==> src/rtl/uart_port_ctrl_pkg.sv <==
// Shared types and constants for the UART port controller.
package uart_port_ctrl_pkg;

  typedef enum logic [1:0] {
    M_BOOT   = 2'd0,
    M_RUN    = 2'd1,
    M_CPURST = 2'd2
  } mode_t;

  localparam logic [7:0] ASCII_ESC = 8'h1B;

endpackage

==> src/rtl/uart_port_ctrl_arb.sv <==
// 2:1 round-robin stream arbiter with a single output register and
// per-input request enables.
module stream_arb2 #(
  parameter int DATA_W = 8
) (
  input  logic              clk,
  input  logic              rst,
  input  logic              clk_en,
  input  logic [DATA_W-1:0] in0_data,
  input  logic              in0_valid,
  input  logic              in0_en,
  output logic              in0_ready,
  input  logic [DATA_W-1:0] in1_data,
  input  logic              in1_valid,
  input  logic              in1_en,
  output logic              in1_ready,
  output logic [DATA_W-1:0] out_data,
  output logic              out_valid,
  input  logic              out_ready
);

  logic [DATA_W-1:0] data_q, data_d;
  logic              valid_q, valid_d;
  // prio_q = 0: input 0 wins a tie; flips to the loser after each grant
  logic              prio_q, prio_d;
  logic              load_ok, req0, req1, grant0, grant1;

  always_comb begin
    load_ok = clk_en & (~valid_q | out_ready);
    req0    = in0_valid & in0_en;
    req1    = in1_valid & in1_en;
    grant0  = req0 & (~req1 | ~prio_q);
    grant1  = req1 & ~grant0;

    in0_ready = load_ok & grant0;
    in1_ready = load_ok & grant1;

    data_d  = data_q;
    valid_d = valid_q;
    prio_d  = prio_q;
    if (load_ok) begin
      if (grant0) begin
        data_d  = in0_data;
        valid_d = 1'b1;
        prio_d  = 1'b1;
      end else if (grant1) begin
        data_d  = in1_data;
        valid_d = 1'b1;
        prio_d  = 1'b0;
      end else begin
        valid_d = 1'b0;
      end
    end
  end

  always_ff @(posedge clk or negedge rst) begin
    if (!rst) begin
      data_q  <= '0;
      valid_q <= 1'b0;
      prio_q  <= 1'b0;
    end else begin
      data_q  <= data_d;
      valid_q <= valid_d;
      prio_q  <= prio_d;
    end
  end

  assign out_data  = data_q;
  assign out_valid = valid_q;

endmodule

==> src/rtl/uart_port_ctrl.sv <==
// BOOT/RUN mode controller: steers UART RX to BIOS or CPU, merges both TX
// streams, and sequences CPU reset on BIOS request.
module uart_port_ctrl
  import uart_port_ctrl_pkg::*;
#(
  parameter int                DATA_W     = 8,
  parameter logic [DATA_W-1:0] ESC_CHAR   = DATA_W'(ASCII_ESC),
  parameter int                ESC_COUNT  = 3,
  parameter int                RST_CYCLES = 16
) (
  input  logic              clk,
  input  logic              rst,
  input  logic              clk_en,
  input  logic [DATA_W-1:0] rx_data,
  input  logic              rx_valid,
  output logic              rx_ready,
  output logic [DATA_W-1:0] tx_data,
  output logic              tx_valid,
  input  logic              tx_ready,
  output logic [DATA_W-1:0] bios_rx_data,
  output logic              bios_rx_valid,
  input  logic              bios_rx_ready,
  input  logic [DATA_W-1:0] bios_tx_data,
  input  logic              bios_tx_valid,
  output logic              bios_tx_ready,
  output logic [DATA_W-1:0] cpu_rx_data,
  output logic              cpu_rx_valid,
  input  logic              cpu_rx_ready,
  input  logic [DATA_W-1:0] cpu_tx_data,
  input  logic              cpu_tx_valid,
  output logic              cpu_tx_ready,
  input  logic              boot_req,
  input  logic              rst_req,
  output logic [1:0]        mode,
  output logic              cpu_run,
  output logic              cpu_rst
);

  localparam int ESC_W = $clog2(ESC_COUNT + 1);
  localparam int RST_W = $clog2(RST_CYCLES + 1);
  localparam logic [ESC_W-1:0] ESC_LAST = ESC_W'(ESC_COUNT - 1);
  localparam logic [RST_W-1:0] RST_LOAD = RST_W'(RST_CYCLES - 1);

  mode_t            mode_q, mode_d;
  logic [ESC_W-1:0] esc_q, esc_d;
  logic [RST_W-1:0] rcnt_q, rcnt_d;
  logic             cpu_run_q, cpu_rst_q;
  logic             rx_acc;

  always_comb begin
    bios_rx_data  = rx_data;
    cpu_rx_data   = rx_data;
    bios_rx_valid = 1'b0;
    cpu_rx_valid  = 1'b0;
    rx_ready      = 1'b0;
    case (mode_q)
      M_BOOT: begin
        bios_rx_valid = rx_valid;
        rx_ready      = bios_rx_ready;
      end
      M_RUN: begin
        cpu_rx_valid = rx_valid;
        rx_ready     = cpu_rx_ready;
      end
      default: ;
    endcase
  end

  always_comb begin
    rx_acc = rx_valid & rx_ready;
    mode_d = mode_q;
    esc_d  = esc_q;
    rcnt_d = rcnt_q;
    case (mode_q)
      M_BOOT: if (boot_req) mode_d = M_RUN;
      M_RUN: begin
        if (rx_acc) begin
          if (rx_data == ESC_CHAR) begin
            if (esc_q == ESC_LAST) mode_d = M_BOOT;
            else                   esc_d  = esc_q + 1'b1;
          end else begin
            esc_d = '0;
          end
        end
      end
      M_CPURST: begin
        if (rcnt_q == '0) mode_d = M_BOOT;
        else              rcnt_d = rcnt_q - 1'b1;
      end
      default: mode_d = M_BOOT;
    endcase
    if (rst_req) begin
      mode_d = M_CPURST;
      rcnt_d = RST_LOAD;
    end
    if (mode_d != mode_q) esc_d = '0;
  end

  always_ff @(posedge clk or negedge rst) begin
    if (!rst) begin
      mode_q    <= M_BOOT;
      esc_q     <= '0;
      rcnt_q    <= '0;
      cpu_run_q <= 1'b0;
      cpu_rst_q <= 1'b0;
    end else if (clk_en) begin
      mode_q    <= mode_d;
      esc_q     <= esc_d;
      rcnt_q    <= rcnt_d;
      cpu_run_q <= (mode_d == M_RUN);
      cpu_rst_q <= (mode_d == M_CPURST);
    end
  end

  assign mode    = mode_q;
  assign cpu_run = cpu_run_q;
  // Held high while rst is asserted, then follows the registered decode.
  assign cpu_rst = cpu_rst_q | ~rst;

  stream_arb2 #(
    .DATA_W(DATA_W)
  ) u_tx_arb (
    .clk       (clk),
    .rst       (rst),
    .clk_en    (clk_en),
    .in0_data  (bios_tx_data),
    .in0_valid (bios_tx_valid),
    .in0_en    (1'b1),
    .in0_ready (bios_tx_ready),
    .in1_data  (cpu_tx_data),
    .in1_valid (cpu_tx_valid),
    .in1_en    (mode_q == M_RUN),
    .in1_ready (cpu_tx_ready),
    .out_data  (tx_data),
    .out_valid (tx_valid),
    .out_ready (tx_ready)
  );

endmodule

==> config.mk <==
export PLATFORM = sky130hd
export DESIGN_NAME = uart_port_ctrl
export DESIGN_NICKNAME = d
export VERILOG_FILES = /design/src/rtl/uart_port_ctrl_pkg.sv /design/src/rtl/uart_port_ctrl_arb.sv /design/src/rtl/uart_port_ctrl.sv
export SDC_FILE = /design/constraint.sdc
export NUM_CORES = 1
export LEC_CHECK = 0
export BUFFER_PORTS_ARGS = -buffer_cell sky130_fd_sc_hd__buf_2
export CAP_MARGIN = 20
export CORE_ASPECT_RATIO = 0.5
export CORE_MARGIN = 2
export CORE_UTILIZATION = 45
export CTS_BUF_LIST = sky130_fd_sc_hd__clkbuf_16
export DETAILED_ROUTE_END_ITERATION = 10
export PLACE_DENSITY = 0.89
export SLEW_MARGIN = 20
export SYNTH_ARGS = -nofsm -noshare
export SYNTH_HDL_FRONTEND = slang
export SYNTH_SLANG_ARGS = --single-unit
==> constraint.sdc <==
create_clock -name clk -period 1.91 [get_ports clk]
set_clock_uncertainty 0.1 [all_clocks]
set_input_delay 0.0955 -clock clk [delete_from_list [all_inputs] [get_ports clk]]
set_output_delay 0.0955 -clock clk [all_outputs]
set_load 0.005 [all_outputs]
==> impl_summary.md <==
Run status
The flow ran to the end, and the final reports show no timing, DRC or antenna violations.

Clock tree
The clock root buffer master is clkbuf_16. The depth of the CTS H-tree is 1. No sink is reached through more buffers than the 2 on the longest clock path. The clock slew seen by the registers of the worst setup and hold paths is 0.06 ns. The clock drives 21 sinks. The CTS tree is built.

The clock insertion delay at the later pin of the skew report is 0.26 ns. TritonCTS created 3 clock buffers.

Routing
Across all layers, the routed design uses 1254 vias. Summed over all nets, wire length on met2 after detailed routing comes to 1520 um. The per-cell routed wire length is 12.7 um. The number of design-rule violations left by the first detailed-router iteration is 78. For this run, design rule violations remaining after detail routing come to 0. Using the TritonRoute via totals, the vias-per-cell ratio works out to 5.23. For this block, the routed nets add up to 3050 um of wire. The highest metal layer with signal wires is met4. Once detail routing completed, the nets flagged for antenna violations numbered 0. The pre-antenna-repair detailed-routing pass consisted of 4 iterations. Wire segments on met3 add up to 202 um in the final route. The wire length the detailed router placed on met1 is 1310 um.

Global route
The first global-routing pass estimated 4810 um of wire. Global routing consumed, over all layers together, 18.2% of the routing resources. The initial antenna violation count is 0.

The number of global-route vias before repair is 1093. The maximum number of pins on one net before global-route repair is 22. Global routing finished with a remaining overflow of 0.

STA
The maximum clock frequency is 0.565 GHz. Setup violations remaining at the end of the flow were counted as 0. The final count of hold timing violations is 0.

The total negative slack for setup checks is 0 ns. The slew at the pin with the worst max-slew slack is 0.535 ns. The remaining max-slew budget at the tightest pin is 64.4%. The final cycle utilization of the critical path is 92.7%. Setup repair after global routing left no endpoint under its margin. The final count of pins violating max slew is 0. The worst path in the final design needs a cycle of 1.77 ns, including I/O delays and setup. On the final layout, the worst hold slack is 0.0274 ns.

Yosys
After synthesis, the share of flip-flops with an asynchronous set or reset is 100%. The Yosys step of the flow raised 0 warnings. In this run the cell area of the synthesized design comes to 1340 um2. The mean instance size in the synthesized netlist is 9.15 um2. When the netlist entered floorplanning its net count stood at 184. The synthesized design contains 0 enable-type register cells. The count of distinct cell types in the synthesized netlist is 38. The number of standard cells after synthesis is 146.

The synthesized design contains 21 register bits. The commonest register cell after synthesis is dfrtp_1. After synthesis, flip-flops and latches occupy 39.3% of the total area.

Min path
The worst hold-check path type is in -> reg.

Finish
The total number of nets in the final design is 242. The area growth from synthesis to layout is 28.1%. The fraction of layout instances using a drive strength above 1 is 39.4%. The antenna diode count is 0.

The share of the core filled with cells is 63.4%. Fill cells in the final layout number 223.

Floorplanning
Once the floorplan was initialized, standard cells occupied 49.5% of the core. The standard cell core area is 2700 um2. The floorplan has 13 rows. The die extent in y is 42.5 um. The number of I/O pins is 69. From left edge to right edge, the die measures 81.1 um. The floorplan step defined a die boundary enclosing 3450 um2.

Pwr
For this design the static power due to leakage is 0.902 nW. The total power is 1.36 mW. The worst-case IR drop observed on VDD is 472 uV. Power spread over the standard cell area amounts to 796 nW/um2.

Worst setup path
STA classifies the critical path startpoint as a register. STA puts the critical path data arrival time at 1.57 ns. STA puts the critical path data required time at 1.71 ns.

Of all nets on the critical path, the largest fanout is 9. By startpoint and endpoint, the worst setup path is classified as reg -> out. STA classifies the critical path endpoint as a primary output.

Placed design
The count of port buffers added during placement is 68. The final estimated routing congestion in global placement is 0.883. Summed over all nets, the half-perimeter wirelength after detailed placement is 2280 um.

Flow run
The max-capacitance violation count is 0.
==> cell type report <==
| cell class | count | area [um2] | area share (%) |
|---|---|---|---|
| Clock inverter | 1 | 3.75 | 0.219 |
| Tap cell | 37 | 46.3 | 2.70 |
| Multi-Input combinational cell | 93 | 632 | 36.9 |
| Inverter | 11 | 41.3 | 2.41 |
| Timing Repair Buffer | 74 | 388 | 22.7 |
| Sequential cell | 21 | 526 | 30.7 |
| Clock buffer | 3 | 75.1 | 4.39 |
==> worst paths after layout <==
check	start	to	slack (ns)	cells past startpoint
worst max-delay path	mode[1]$_DFFE_PN0P_	bios_tx_ready	0.14	5
worst min-delay path	bios_tx_data[7]	u_tx_arb.out_data[7]$_DFFE_PN0P_	0.03	3
worst max register to register	rcnt_q[0]$_DFFE_PN0P_	esc_q[0]$_DFFE_PN0P_	0.15	6
worst min register to register	u_tx_arb.prio_q$_DFFE_PN0P_	u_tx_arb.prio_q$_DFFE_PN0P_	0.38	1
max in group asynchronous	rst	u_tx_arb.out_data[2]$_DFFE_PN0P_	1.21	3
min in group asynchronous	rst	u_tx_arb.out_data[7]$_DFFE_PN0P_	0.28	3
==> cells in the mapped netlist, types with 2 or more instances <==
library cell	number	area, um2
a211oi_1	2	15.0
nor2b_1	3	18.8
o21ai_0	13	65.1
nand2_1	14	52.6
inv_1	10	37.5
ha_1	3	37.5
o32a_1	2	20.0
buf_2	2	10.0
mux2i_1	10	100
dfrtp_1	21	526
nor3_1	5	25.0
nor2_1	8	30.0
nor4_1	4	25.0
a21o_1	2	15.0
clkbuf_1	2	7.51
nand3_1	3	15.0
o2bb2ai_1	2	17.5
buf_4	17	128
a21oi_1	4	20.0
==> metal layers <==
layer  vias to the layer above  track usage [%]
li1                        618                -
met1                       581             21.9
met2                        50             32.9
met3                         5             4.53
met4                         0             4.07
met5                         -                0
==> flip-flops by register name (all words and copies together) (netlist names) <==
register            cells
u_tx_arb.out_data       8
esc_q                   2
mode                    2
cpu_run                 1
cpu_rst_q               1
u_tx_arb.prio_q         1
rcnt_q                  5
u_tx_arb.out_valid      1
==> what timing repair did <==
action	CTS	global route
setup buffers	0	0
endpoints found under the hold margin	21	0
hold buffers	1	0
resized for setup	0	2
setup endpoints to repair	0	5
==> report_power, final <==
part | internal, mW | leakage (nW) | total [mW] | switching, mW
logic | 0.164 | 0.607 | 0.338 | 0.174
clock network | 0.279 | 0.0423 | 0.438 | 0.159
registers | 0.520 | 0.253 | 0.586 | 0.0663
total | 0.962 | 0.902 | 1.36 | 0.399
==> critical path: stages, from the launching register on <==
cell	delay [ns]
dfrtp_1	0.46
nand3b_1	0.24
o21ai_1	0.18
buf_4	0.23
nor2_1	0.08
buf_2	0.13
==> logic make-up after synthesis <==
family,after synthesis,share of synthesized area [%]
and+or+nand+nor,47,19.8
AOI/OAI and AO/OA,33,16.7
buffers and inverters,32,14.0
DFF,21,39.3
muxes,10,7.49
adders and majority gates,3,2.81
==> cells in the final DEF, fill, tap and decap left out, types with 3 or more instances in the layout <==
| cell | count |
|---|---|
| nand3_1 | 3 |
| o21ai_1 | 3 |
| nand2_1 | 14 |
| clkbuf_16 | 3 |
| nor2b_1 | 3 |
| nor3_1 | 5 |
| a21oi_1 | 4 |
| dfrtp_1 | 21 |
| mux2i_1 | 10 |
| ha_1 | 3 |
| nor2_1 | 8 |
| o21ai_0 | 11 |
| buf_2 | 68 |
| buf_4 | 5 |
| inv_1 | 11 |
| nor4_1 | 4 |
==> metrics by stage <==
step | instance area, um2 | setup WS [ns] | instances
6_report | 1710 | 0.140 | 240
5_1_grt | 1710 | 0.0320 | 240
4_1_cts | 1700 | 0.0824 | 240
3_5_place_dp | 1620 | 0.106 | 235
3_3_place_gp | 1620 | 0.169 | 235
2_1_floorplan | 1340 | 0.150 | 146
Note: power is estimated with default switching activity, not from simulation.
